[src/rtl/ov2640_pkg.sv]
// Shared defaults and RGB565 field layout for the OV2640 capture path.
package ov2640_pkg;

  localparam int MAX_PIXELS_DEF = 76800;
  localparam int ADDR_W_DEF     = 17;

  localparam int RGB_R_MSB = 15;
  localparam int RGB_R_LSB = 11;
  localparam int RGB_G_MSB = 10;
  localparam int RGB_G_LSB = 5;
  localparam int RGB_B_MSB = 4;
  localparam int RGB_B_LSB = 0;

  typedef struct packed {
    logic [4:0] r;
    logic [5:0] g;
    logic [4:0] b;
  } rgb565_t;

  // Camera sends the high byte first; the pixel is simply {first, second}.
  function automatic rgb565_t rgb565_pack(input logic [7:0] hi, input logic [7:0] lo);
    return rgb565_t'({hi, lo});
  endfunction

endpackage

[src/rtl/ov2640_byte_pair.sv]
// Pairs camera bytes into pixels: phase flag, high-byte latch and the
// combinational pair-valid pulse seen on the edge of the second byte.
module ov2640_byte_pair
  import ov2640_pkg::*;
(
  input  logic       i_pclk,
  input  logic       i_reset,
  input  logic       i_vsync,
  input  logic       i_href,
  input  logic [7:0] i_d,
  output logic       o_pair_valid,
  output logic [7:0] o_high_byte
);

  logic       r_phase;
  logic [7:0] r_high_byte;

  assign o_pair_valid = i_href & r_phase & ~i_vsync;
  assign o_high_byte  = r_high_byte;

  // Phase restarts on every blanking gap so a dangling odd byte is dropped.
  always_ff @(posedge i_pclk) begin
    if (i_reset) begin
      r_phase     <= 1'b0;
      r_high_byte <= 8'h00;
    end else if (i_vsync || !i_href) begin
      r_phase <= 1'b0;
    end else begin
      r_phase <= ~r_phase;
      if (!r_phase) begin
        r_high_byte <= i_d;
      end
    end
  end

endmodule

[src/rtl/ov_2640capture.sv]
// OV2640 RGB565 capture: assembles byte pairs into pixels and writes them to
// contiguous frame-buffer addresses, restarting at address 0 on each vsync.
module ov_2640capture
  import ov2640_pkg::*;
#(
  parameter int MAX_PIXELS = MAX_PIXELS_DEF,
  parameter int ADDR_W     = ADDR_W_DEF
) (
  input  logic              pclk,
  input  logic              reset,
  input  logic              vsync,
  input  logic              href,
  input  logic [7:0]        d,
  output logic [ADDR_W-1:0] addr,
  output logic [15:0]       dout,
  output logic              we
);

  // One extra bit so the counter can sit at MAX_PIXELS even when it equals 2**ADDR_W.
  localparam logic [ADDR_W:0] MAX_CNT = (ADDR_W+1)'(MAX_PIXELS);
  localparam logic [ADDR_W:0] CNT_ONE = (ADDR_W+1)'(1);

  logic              w_pair_valid;
  logic [7:0]        w_high_byte;
  logic              w_accept;
  logic [ADDR_W:0]   r_pix_cnt;
  logic [ADDR_W-1:0] r_addr;
  logic [15:0]       r_dout;
  logic              r_we;

  ov2640_byte_pair u_byte_pair (
    .i_pclk       (pclk),
    .i_reset      (reset),
    .i_vsync      (vsync),
    .i_href       (href),
    .i_d          (d),
    .o_pair_valid (w_pair_valid),
    .o_high_byte  (w_high_byte)
  );

  assign w_accept = w_pair_valid && (r_pix_cnt < MAX_CNT);

  // Write strobe, address and pixel register; pairs past MAX_PIXELS are dropped.
  always_ff @(posedge pclk) begin
    if (reset) begin
      r_pix_cnt <= '0;
      r_addr    <= '0;
      r_dout    <= 16'h0000;
      r_we      <= 1'b0;
    end else if (vsync) begin
      r_pix_cnt <= '0;
      r_we      <= 1'b0;
    end else if (w_accept) begin
      r_dout    <= rgb565_pack(w_high_byte, d);
      r_addr    <= r_pix_cnt[ADDR_W-1:0];
      r_we      <= 1'b1;
      r_pix_cnt <= r_pix_cnt + CNT_ONE;
    end else begin
      r_we      <= 1'b0;
    end
  end

  assign addr = r_addr;
  assign dout = r_dout;
  assign we   = r_we;

endmodule

[config.mk]
export PLATFORM = sky130hd
export DESIGN_NAME = ov_2640capture
export DESIGN_NICKNAME = d
export VERILOG_FILES = /design/src/rtl/ov2640_pkg.sv /design/src/rtl/ov2640_byte_pair.sv /design/src/rtl/ov_2640capture.sv
export SDC_FILE = /design/constraint.sdc
export NUM_CORES = 1
export LEC_CHECK = 0
export BUFFER_PORTS_ARGS = -buffer_cell sky130_fd_sc_hd__buf_2
export CAP_MARGIN = 40
export CORE_MARGIN = 2
export CORE_UTILIZATION = 55
export CTS_BUF_LIST = sky130_fd_sc_hd__clkbuf_8 sky130_fd_sc_hd__clkbuf_16
export CTS_CLUSTER_DIAMETER = 30
export CTS_CLUSTER_SIZE = 10
export DETAILED_ROUTE_END_ITERATION = 6
export PLACE_DENSITY = 0.82
export SLEW_MARGIN = 20
export SYNTH_ARGS = -nofsm -noshare
export SYNTH_HDL_FRONTEND = slang
export SYNTH_SLANG_ARGS = --single-unit
[constraint.sdc]
create_clock -name pclk -period 3.05 [get_ports pclk]
set_input_delay 0.61 -clock pclk [delete_from_list [all_inputs] [get_ports pclk]]
set_output_delay 0.61 -clock pclk [all_outputs]
set_load 0.05 [all_outputs]
After elaboration in Yosys (flattened, before gate mapping)

Index checks and enable logic that the tools add are counted.

Register bits after elaboration: 61
Input bits: 12
Output and inout port bits: 34
Logic and storage cells: 21

$add $sub $neg: 1
$lt $le $gt $ge: 1
Muxes and demuxes: 1
Bitwise gates (word level): 5
Reduce and logical (&&, ||, !) cells: 7

Operator list:

| operator                                             | count |
|---|---|
| adder 18 x 1 -> 18 bit, second input constant        | 1 |
| < comparator 18 x 17 -> 1 bit, second input constant | 1 |
| AND reduction 2 bit                                  | 2 |
| OR reduction 2 bit                                   | 2 |
| NOT 1 bit                                            | 3 |
| bitwise AND 1 bit                                    | 2 |
| logical AND 1 bit                                    | 1 |
| zero test 1 bit                                      | 1 |
| logical OR 1 bit                                     | 1 |
| two-way mux 1 bit                                    | 1 |

Depth between registers and ports, before layout

Gate-level depths: netlist of the first run.

Depth after elaboration: 4
Mapped depth: 6
Depth with buffers taken out: 5

Hierarchy

From an unflattened synthesis of the first run, not the netlist that was laid out.

Cells, all modules: 292
Area total of the unflattened synthesis: 2494.9 sq um

Modules (own cells, without submodules):

| module           | instances | cells an instance | area each (sq um) | seq. area each (sq um) |
|---|---|---|---|---|
| ov_2640capture   | 1         | 254               | 2089.5            | 1041.0 |
| ov2640_byte_pair | 1         | 38                | 405.4             | 180.2 |

Least setup slack after synthesis of the first run

Ideal clock, no wire load.

Path type: input -> register
From: input port vsync
To: register r_pix_cnt[9]
Setup time: 0.070 ns
Arrival time: 1.906 ns
Data required time: 2.980 ns
Path slack: 1.074 ns
Stages on the path: 5
Buffers on the path: 1
Path through: nand4bb_4 a211o_1 buf_2 or4_1 a21oi_1

Longest elaborated chain between the ends: 3
Elaborated cells between the ends (all ways): 4
Those cells by class: bitwise (2); reduce/logical (2)

RTL lines:

| item                       | RTL line               | text |
|---|---|---|
| start: declaration         | ov_2640capture.sv:11   | `input logic vsync,` |
| NOT 1 bit (no source line) | --                     |  |
| bitwise AND 1 bit          | ov2640_byte_pair.sv:18 | `assign o_pair_valid = i_href & r_phase & ~i_vsync;` |
| logical AND 1 bit          | ov_2640capture.sv:41   | `assign w_accept = w_pair_valid && (r_pix_cnt < MAX_CNT);` |
| end signal: assignment     | ov_2640capture.sv:57   | `r_pix_cnt <= r_pix_cnt + CNT_ONE;` |
| end: declaration           | ov_2640capture.sv:26   | `logic [ADDR_W:0] r_pix_cnt;` |

Several ways; a longest one is shown, not always the timed one.
A chain may end at the register's enable or synchronous reset.

Final worst setup path of the first run

From: input port vsync
To: register r_pix_cnt[4]

The elaborated chain is that of the path after synthesis.

==> reports/results.txt, run 1 <==
The flow ran to the end, and the final reports show no timing, DRC or antenna violations. Data on the critical path arrives at its endpoint at 2.46 ns. The run gives 0 as the hold-fix buffer count after cts. The area share of the largest cell type after synthesis was 0.517.

The critical path class is input pin to register. Register area share after synthesis: 0.517. The number of distinct library cells after synthesis is 32.

At the placement stage, the worst setup path has a slack of 0.536 ns. The post-layout net count was 334; the number of enable-type register cells in the synthesized netlist was 0. Data on the critical path is required at its endpoint by 3.31 ns. The total setup buffers inserted after CTS came out at 0. At the pin with the least slew margin, the transition time is 0.850 ns. The tools report the post-synth design cell area as 0.00236 sq mm.

Startpoint type of the worst setup path: an input pin. The final route contains 2105 vias. In this run the power spent charging and discharging nets is 0.346 mW. In this run the horizontal extent of the chip is 69.5 um. The register clock-pin slew on the reported worst setup and hold paths came out at 0.06 ns. Setup violations remaining at the end of the flow were counted as 0. Ratio of cells with drive above 1 in the final layout: 0.209.

The worst relative slew slack is 0.434, and the number of cells after detailed placement is 360. The tools report the final hold slack as 0.449 ns. Setup repair after global routing left no endpoint under its margin.

The logs give 2.43 mm for the routed metal-1 wire length and 0 for the post-CTS resize count. By area the synthesized netlist is led by sky130_fd_sc_hd__dfxtp_1, sky130_fd_sc_hd__nand2_1, sky130_fd_sc_hd__a21oi_1. Clock power share: 0.495. The combinational fraction of design power came out at 0.034.

After layout, the design draws a total of 1.72 mW. For this design the top-level I/O count stands at 46. The die covers 0.00483 sq mm. In the synthesized netlist, the cells that appear most often are sky130_fd_sc_hd__nand2_1, sky130_fd_sc_hd__dfxtp_1, sky130_fd_sc_hd__a21oi_1. The run gives 0.33 ns as the clock latency on the worst-skew pair. The final instance count without filler cells came out at 376.

Buffer type at the clock tree root: sky130_fd_sc_hd__clkbuf_8. The mean area per synthesized cell works out to 8.46 sq um. The number of buffers created by CTS was 9; the clock period minus worst slack was 2.20 ns. After detailed routing, the number of remaining DRC violations is 0. The run gives 0 as the final antenna-violating net count.

The final non-filler cell area was 0.00286 sq mm. The number of nets produced by synthesis is 292, and the routed length per placed instance is 13.9 um. For this run, the top clock speed supported by timing is 0.454 GHz.

Top cell type by total area after synthesis: sky130_fd_sc_hd__dfxtp_1. Summed over all failing endpoints, the final setup total negative slack is 0 ns. TritonCTS built the clock tree.

The longest clock path from root to sink contains 2 buffers. The tools report the initial antenna violation count as 0. The run gives 3 as the number of H-tree levels.

The number of hold violations in the final report is 0, and the post-synthesis to final-layout area growth is 21.2%. The final layout contains routed wiring with a total length of 5.22 mm. The ratio of final minimum period to clock period works out to 0.721. For the worst-case clock skew, the log shows 0.00628 ns.

The tightest min-delay check is of the register to register type. The tools report the final RePlAce weighted congestion as 0.809. The logs give 0.582 for the effective utilization at floorplan and 95 for the initial detailed-routing violation count. The region available for standard cell placement spans 0.00406 sq mm.

The routed design uses 234 um of met3 wire. The logs give 0.471 for the power share of the sequential group and 0.225 for the global routing usage summed across all routing layers. The run gives 1.37 mW as the cell internal power dissipation. The logs give 279 for the count of mapped cells out of synthesis and 0 for the final global-route overflow total.

For the floorplan row count, the log shows 23. The run gives 8.72 mm as the first-pass GRT wire length. The worst path meets setup with 0.849 ns of slack.

The count of inserted antenna diode cells is 0. In this run the power density over the cells is 600 mW/mm^2. The switching part of the total was 0.201; the die boundary height was 69.5 um.

The tools report the utilization after layout as 0.705. Signal routing reaches up to met4. The worst-case IR drop observed on VDD is 0.369 mV. For the routed length on met2, the log shows 2.50 mm. Highest net fanout along the worst path: 29. Number of filler instances in the final layout: 313. The most used flip-flop cell after synthesis is sky130_fd_sc_hd__dfxtp_1.

The Yosys step of the flow raised 0 warnings. The tools report the post-placement cell area as 0.00262 sq mm. The count of buffers inserted at the top-level ports is 45, and the pin count of the biggest net entering global routing is 47.

Among all cell types in the netlist, the one instantiated most often is sky130_fd_sc_hd__nand2_1. For the number of clock sinks seen by CTS, the log shows 61. The mean number of vias per cell works out to 5.60. Summed over all cells, the static leakage comes to 1.07 nW.

The logs give 0 for the number of max-slew violations in the final report and 6 for the number of iterations in the first detailed-routing pass. Across the run, the number of max-cap violations was 0. The via count of the first global-routing pass was 1953; the half-perimeter wire length of the detailed placement result was 3.26 mm. Synthesis inferred 61 register bits. Critical path capture point type: a register.

The share of synthesized registers carrying an async set or reset works out to 0.
==> metal layers <==
metal  track usage  up-vias
li1              -     1051
met1         0.273      994
met2         0.375       56
met3        0.0610        4
met4        0.0937        0
met5             0        -
==> worst paths after layout <==
path | startpoint | endpoint | slack, ns | depth (start not counted)
max reg2reg | r_pix_cnt[10]$_SDFFE_PP0P_ | addr[13]$_SDFFE_PP0P_ | 0.88 | 5
max | vsync | r_pix_cnt[4]$_SDFFE_PP0P_ | 0.85 | 6
min | addr[5]$_SDFFE_PP0P_ | addr[5]$_SDFFE_PP0P_ | 0.45 | 2
min reg2reg | addr[5]$_SDFFE_PP0P_ | addr[5]$_SDFFE_PP0P_ | 0.45 | 2
==> worst max-delay path, cell delays in order <==
cell	delay [ns]
sky130_fd_sc_hd__buf_2	0.13
sky130_fd_sc_hd__nand4bb_4	0.28
sky130_fd_sc_hd__a211o_1	0.63
sky130_fd_sc_hd__buf_4	0.32
sky130_fd_sc_hd__or3_1	0.35
sky130_fd_sc_hd__a21oi_1	0.14
==> power groups by stage <==
stage | combinational (mW) | clock, mW | sequential [mW]
detailed placement | 0.0580 | 0 | 0.826
global placement | 0.0572 | 0 | 0.826
global route | 0.0638 | 0.893 | 0.809
CTS | 0.0587 | 0.856 | 0.809
finish | 0.0590 | 0.850 | 0.809
floorplan | 0.0329 | 0 | 0.832
==> final cells by class <==
| type | count | area [sq um] | area share |
|---|---|---|---|
| Clock buffer | 13 | 179 | 0.0626 |
| Clock inverter | 3 | 65.1 | 0.0227 |
| Multi-Input combinational cell | 199 | 1070 | 0.375 |
| Timing Repair Buffer | 49 | 255 | 0.0892 |
| Sequential cell | 61 | 1220 | 0.427 |
| Tap cell | 50 | 62.6 | 0.0219 |
| Inverter | 1 | 3.75 | 0.00131 |
==> layout by cell type, fill, tap and decap left out, drive strengths merged, types with 2 or more instances in the layout <==
cell,count
nand2,73
dfxtp,61
buf,49
a21oi,44
nor2,13
clkbuf,13
mux2i,10
or3,8
nand3,6
o21ai,6
o31ai,5
or4,5
and2,4
nand4,4
nor4,4
o21a,3
bufinv,2
==> sequential cells by signal, indices dropped and copies added (netlist names) <==
name	flops
u_byte_pair.r_phase	1
u_byte_pair.o_high_byte	8
addr	17
we	1
dout	16
r_pix_cnt	18
==> cell families after synthesis <==
| kind of cell | synth area share |
|---|---|
| DFF | 0.517 |
| AOI/OAI and AO/OA | 0.156 |
| adders and majority gates | 0.00530 |
| buffers and inverters | 0.0307 |
| xor gates and xnor gates | 0.00371 |
| muxes | 0.0424 |
| and+or+nand+nor | 0.244 |
(Power assumes the default switching activity.)
==> run 2: changes to the inputs <==
Settings changed: CORE_UTILIZATION 55 to 54, PLACE_DENSITY 0.82 to 0.8.
Clock period 3.05 ns to 2.15 ns, I/O delays scaled along.
==> reports/results.txt, run 2 (synthesis gave the netlist of run 1 again) <==
The register clock-pin slew on the reported worst setup and hold paths was 0.07 ns (about the same). The worst hold path belongs to the class input pin to register. Derived from the worst setup path, the maximum achievable clock frequency is 0.520 GHz. The run finished with clean final reports. The number of max-slew violations in the final report came out at 0 (unchanged). The initial antenna violation count is 0 (unchanged).

For the total setup buffers inserted after CTS, the log shows 0 (unchanged). Setup repair after global routing left no endpoint under its margin. The actual transition at the worst max-transition pin was 0.464 ns (-0.386 ns); the maximum buffer depth of the clock tree was 2 (unchanged).

The logs give 0.905 (+12%) for the final RePlAce weighted congestion and 0 (unchanged) for the final global-route overflow total. The highest net fanout along the worst path came out at 15 (-48%). The logs give 2031 (+4.0%) for the via count of the first global-routing pass and 0.34 ns (about the same) for the clock latency on the worst-skew pair. For the overall routed net length, the log shows 5.24 mm (+0.36%). The die boundary height was 70.1 um (+0.87%); the post-CTS resize count was 0 (unchanged). The routed length on met2 came out at 2.50 mm (-0.28%). The data arrival time of the critical path was 2.19 ns (-0.27 ns); the number of DRC violations after detailed routing was 0 (unchanged). The top cell types in the final layout, fill and taps aside, are sky130_fd_sc_hd__nand2_1, sky130_fd_sc_hd__dfxtp_1, sky130_fd_sc_hd__buf_2. The routed length per placed instance came out at 13.6 um (-2.2%). The run gives 9 (unchanged) as the number of buffers created by CTS.

For the count of max-cap constraint violations, the log shows 0 (unchanged). For the total met3 wirelength after detailed routing, the log shows 192 um (-18%). The number of flip-flops under the largest register name was 18 (unchanged); the clock period minus worst slack was 1.92 ns. The tools report the number of H-tree levels as 3 (unchanged).

The routed metal-1 wire length is 2.45 mm (+0.58%). For the count of inserted antenna diode cells, the log shows 0 (unchanged). Critical path class: register to register. The placeable core region came out at 0.00429 sq mm (+5.8%). The worst relative slew slack came out at 0.688 (+0.254).

Most common library cell in the layout ignoring fill and taps: sky130_fd_sc_hd__nand2_1. The ratio of final minimum period to clock period works out to 0.894. For the worst setup slack before clock tree synthesis, the log shows 0.0758 ns (-0.460 ns). The cell sitting at the root of the clock tree is a sky130_fd_sc_hd__clkbuf_8. Register name with the most flops: r_pix_cnt. The highest metal layer with signal wires is met4. The post-layout net count was 343 (+2.7%); the critical path data required time was 2.42 ns (-0.89 ns). The total of endpoints with negative setup slack in the final report was 0 (unchanged). The total negative slack is 0 ns (unchanged).

The hold-fix buffer count after cts is 0 (unchanged). Number of hold violations in the final report: 0 (unchanged). The tools report the vias after detailed routing as 2120 (+0.71%). The tools report the critical path capture point type as a register. The mean number of vias per cell was 5.49 (-1.9%).

Half-perimeter wire length of the detailed placement result: 3.48 mm (+6.9%). From synthesis to final layout, the design area changed by 21.0%. The maximum vdd ir drop was 0.464 mV (+26%).

The run gives 1.08 nW (+0.61%) as the leakage dissipation. The ratio of cells with drive above 1 in the final layout is 0.231 (+0.0219), and the final antenna-violating net count is 0 (unchanged). The first-pass GRT wire length is 9.21 mm (+5.6%). The least setup slack across all paths after layout is 0.228 ns (-0.621 ns). The floorplan row count was 24 (+4.3%).

TritonCTS built the clock tree. Effective utilization at floorplan: 0.550 (-0.0320). The floorplan die width is 70.1 um (+0.87%), and the total die area is 0.00491 sq mm (+1.7%).

The count of buffers inserted at the top-level ports works out to 45 (unchanged). The logs give 35 (-26%) for the pin count of the biggest net entering global routing and 46 (unchanged) for the number of I/O pins. The power per unit of standard cell area is 736 mW/mm^2 (+23%), and the number of iterations in the first detailed-routing pass is 4 (-2). Global routing usage summed across all routing layers: 0.239 (+0.0140).

The worst setup path is launched from a register. The worst-case clock skew was 0.00846 ns (+0.00218 ns). The run gives 142 (+49%) as the initial detailed-routing violation count. The tools report the number of clock sinks seen by CTS as 61 (unchanged).
==> run 2: final timing paths <==
kind | from | end | slack, ns | cells past startpoint
setup / recovery | r_pix_cnt[11]$_SDFFE_PP0P_ | r_pix_cnt[13]$_SDFFE_PP0P_ | 0.23 | 4
hold / removal | d[0] | dout[0]$_SDFFE_PP0P_ | 0.33 | 3
setup reg to reg | r_pix_cnt[11]$_SDFFE_PP0P_ | r_pix_cnt[13]$_SDFFE_PP0P_ | 0.23 | 4
hold reg to reg | addr[9]$_SDFFE_PP0P_ | addr[9]$_SDFFE_PP0P_ | 0.45 | 2
==> run 2: layout make-up <==
type / instances / area, sq um
well taps: 52 / 65.1
fillers: 375 / 1440
multi-input cells: 199 / 1080
clock inverters: 5 / 27.5
inverters: 1 / 3.75
clock buffers: 10 / 138
repair buffers: 58 / 323
flip-flops and latches: 61 / 1220
==> run 2: critical path: stages, from the launching register on <==
cell	delay (ns)
sky130_fd_sc_hd__dfxtp_1	0.38
sky130_fd_sc_hd__a21o_1	0.26
sky130_fd_sc_hd__a211o_1	0.46
sky130_fd_sc_hd__nor4_1	0.52
sky130_fd_sc_hd__mux2i_1	0.24
==> run 2: metal layers <==
| layer | track usage | vias to the layer above |
|---|---|---|
| li1 | - | 1067 |
| met1 | 0.302 | 998 |
| met2 | 0.378 | 45 |
| met3 | 0.0649 | 10 |
| met4 | 0.115 | 0 |
| met5 | 0 | - |
==> run 2: power breakdown <==
group | switching [mW] | leakage [nW] | internal (mW) | total [mW]
Clock | 0.434 | 0.0877 | 0.434 | 0.868
Combinational | 0.0565 | 0.496 | 0.0304 | 0.0869
Sequential | 0.00645 | 0.492 | 1.14 | 1.15
Total | 0.497 | 1.08 | 1.61 | 2.10
==> run 2: per-stage QoR <==
step	cells	utilization	instance area [sq um]	power, mW	hold WS, ns
final	386	0.665	2860	2.10	0.331
after global routing	386	0.665	2860	2.17	0.337
after CTS	386	0.665	2860	2.11	0.322
after detailed placement	371	0.627	2690	1.26	0.446
after global placement	371	0.627	2690	1.26	0.438
after floorplan	279	-	2360	1.23	0.431
==> run 3: changes to the inputs <==
Settings changed: CORE_UTILIZATION 54 to 30, PLACE_DENSITY 0.8 to 0.51.
==> reports/results.txt, run 3 (synthesis gave the netlist of run 1 again) <==
The top cell types in the final layout, fill and taps aside, are sky130_fd_sc_hd__nand2_1, sky130_fd_sc_hd__dfxtp_1, sky130_fd_sc_hd__buf_2. The ratio of final minimum period to clock period was 0.855 (-0.0385); the via count of the first global-routing pass was 1952 (-3.9%). The startpoint type of the worst setup path is a register.

The total met3 wirelength after detailed routing came out at 189 um (-1.6%). The leakage dissipation came out at 1.10 nW (+1.9%). The number of cells after detailed placement is 423 (+14%), and the final global-route overflow total is 0 (unchanged).

The run gives 0 (unchanged) as the count of max-cap constraint violations. The actual transition at the worst max-transition pin was 0.451 ns (-0.0130 ns). The number of buffers created by CTS was 9 (unchanged). The multi-input logic area is 0.00108 sq mm (unchanged). The clock period minus worst slack works out to 1.84 ns (-0.0828 ns).

The post-CTS resize count was 0 (unchanged); the combinational fraction of design power was 0.040 (about the same). The effective utilization at floorplan was 0.307 (-0.243). Final instance count without filler cells: 439 (+14%). TritonCTS built the clock tree.

The number of iterations in the first detailed-routing pass came out at 4 (unchanged). The initial antenna violation count is 0 (unchanged), and the power share of the sequential group is 0.519 (-0.027). The total setup buffers inserted after CTS came out at 0 (unchanged). The half-perimeter wire length of the detailed placement result is 3.58 mm (+2.7%), and the die boundary height is 92.7 um (+32%).

The area growth from synthesis to layout is 25.5%. The most common library cell in the layout ignoring fill and taps is sky130_fd_sc_hd__nand2_1. The number of hold violations in the final report came out at 0 (unchanged).

In this run the worst hold path is classified as input pin to register. The switching part of the total was 0.231 (-0.00566). The routed length per placed instance was 12.2 um (-10%). The count of buffers inserted at the top-level ports came out at 45 (unchanged). The power per unit of standard cell area came out at 746 mW/mm^2 (+1.4%). The post-layout net count is 345 (+0.58%). The number of flip-flops under the largest register name came out at 18 (unchanged).

For the number of filler instances in the final layout, the log shows 843 (+120%). The critical path capture point type was a register. The final RePlAce weighted congestion was 0.796 (-12%); the initial detailed-routing violation count was 101 (-29%).

The global routing usage summed across all routing layers came out at 0.135 (-0.103). Buffer type at the clock tree root: sky130_fd_sc_hd__clkbuf_8. Clock latency on the worst-skew pair: 0.34 ns (about the same). The total negative slack came out at 0 ns (unchanged).

The run gives 0.427 mV (-8.1%) as the maximum vdd ir drop. The count of inserted antenna diode cells was 0 (unchanged). Ranked by flip-flop count, first place goes to r_pix_cnt. Fmax: 0.544 GHz (+4.5%). The worst relative slew slack came out at 0.692 (+0.00373). The flow ran to the end, and the final reports show no timing, DRC or antenna violations.

The critical path data required time was 2.42 ns (about the same); the ratio of cells with drive above 1 in the final layout was 0.234 (+0.00388). The highest metal layer with signal wires was met4. The tools report the clock power share as 0.441 (+0.028). The worst setup path is of the register to register kind. The run gives 0 (unchanged) as the hold-fix buffer count after cts.

Number of H-tree levels: 3 (unchanged). Floorplan row count: 32 (+33%). The floorplan die width is 92.7 um (+32%). The logs give 0 (unchanged) for the final antenna-violating net count and 5.34 mm (+2.1%) for the overall routed net length. The placeable core region is 0.00769 sq mm (+79%).

The register clock-pin slew on the reported worst setup and hold paths is 0.07 ns (about the same). The routed length on met2 was 2.41 mm (-3.4%); the data arrival time of the critical path was 2.11 ns (-0.08 ns). The vias after detailed routing came out at 2072 (-2.3%). Pin count of the biggest net entering global routing: 32 (-8.6%). The highest net fanout along the worst path is 14 (-1), and the routed metal-1 wire length is 2.59 mm (+5.8%). The run gives 46 (unchanged) as the number of I/O pins. The total of endpoints with negative setup slack in the final report was 0 (unchanged); the first-pass GRT wire length was 9.02 mm (-2.1%). Cell internal power dissipation: 1.70 mW (+5.9%).

Mean number of vias per cell: 4.72 (-14%). The run gives 0 (unchanged) as the number of DRC violations after detailed routing. Setup repair after global routing left no endpoint under its margin.

For the switching power summed over all nets, the log shows 0.510 mW (+2.6%). The logs give 0 (unchanged) for the number of max-slew violations in the final report and 2 (unchanged) for the maximum buffer depth of the clock tree. The total die area is 0.00859 sq mm (+75%). The number of clock sinks seen by CTS was 61 (unchanged); the register area was 0.00122 sq mm (unchanged). The register-to-register setup slack is 0.31 ns (+0.08 ns).

The worst-case clock skew came out at 0.0103 ns (+0.00188 ns).
[run 3: path summary, 6_finish.rpt]
check	startpoint	to	cells past startpoint
worst max-delay path	r_pix_cnt[12]$_SDFFE_PP0P_	r_pix_cnt[4]$_SDFFE_PP0P_	5
worst min-delay path	d[5]	dout[5]$_SDFFE_PP0P_	3
worst max register to register	r_pix_cnt[12]$_SDFFE_PP0P_	r_pix_cnt[4]$_SDFFE_PP0P_	5
worst min register to register	u_byte_pair.o_high_byte[7]$_SDFFE_PP0P_	dout[15]$_SDFFE_PP0P_	2
[run 3: final cells by class]
| type | instances | area share |
|---|---|---|
| flip-flops and latches | 61 | 0.413 |
| multi-input cells | 199 | 0.364 |
| repair buffers | 60 | 0.114 |
| well taps | 102 | 0.0431 |
| clock buffers | 9 | 0.0418 |
| clock inverters | 7 | 0.0228 |
| inverters | 1 | 0.00127 |
[run 3: critical path: stages (launching register included)]
cell	delay [ns]
sky130_fd_sc_hd__dfxtp_1	0.36
sky130_fd_sc_hd__a21o_1	0.24
sky130_fd_sc_hd__a211o_1	0.44
sky130_fd_sc_hd__buf_4	0.25
sky130_fd_sc_hd__or3_1	0.34
sky130_fd_sc_hd__a21oi_1	0.13
[run 3: stage by stage]
| stage | instance area (sq um) | setup slack (ns) | hold WS, ns | util | total power [mW] |
|---|---|---|---|---|---|
| after global routing | 2960 | 0.188 | 0.325 | 0.385 | 2.31 |
| after global placement | 2770 | 0.175 | 0.437 | 0.360 | 1.26 |
| after CTS | 2960 | 0.310 | 0.322 | 0.385 | 2.25 |
| after detailed placement | 2770 | 0.161 | 0.445 | 0.360 | 1.26 |
| after floorplan | 2360 | 0.354 | 0.431 | - | 1.23 |
| final | 2960 | 0.311 | 0.336 | 0.385 | 2.21 |
[run 3: power groups by stage]
| stage | logic, mW | clock network, mW | registers, mW |
|---|---|---|---|
| 4_1_cts | 0.0893 | 1.01 | 1.15 |
| 3_5_place_dp | 0.0890 | 0 | 1.17 |
| 3_3_place_gp | 0.0885 | 0 | 1.17 |
| 2_1_floorplan | 0.0467 | 0 | 1.18 |
| 5_1_grt | 0.0970 | 1.07 | 1.15 |
| 6_report | 0.0878 | 0.975 | 1.15 |
[run 3: per-layer routing]
layer	up-vias	global-route usage
met2	31	0.207
li1	1076	-
met3	12	0.0431
met4	0	0.0797
met1	953	0.167
met5	-	0
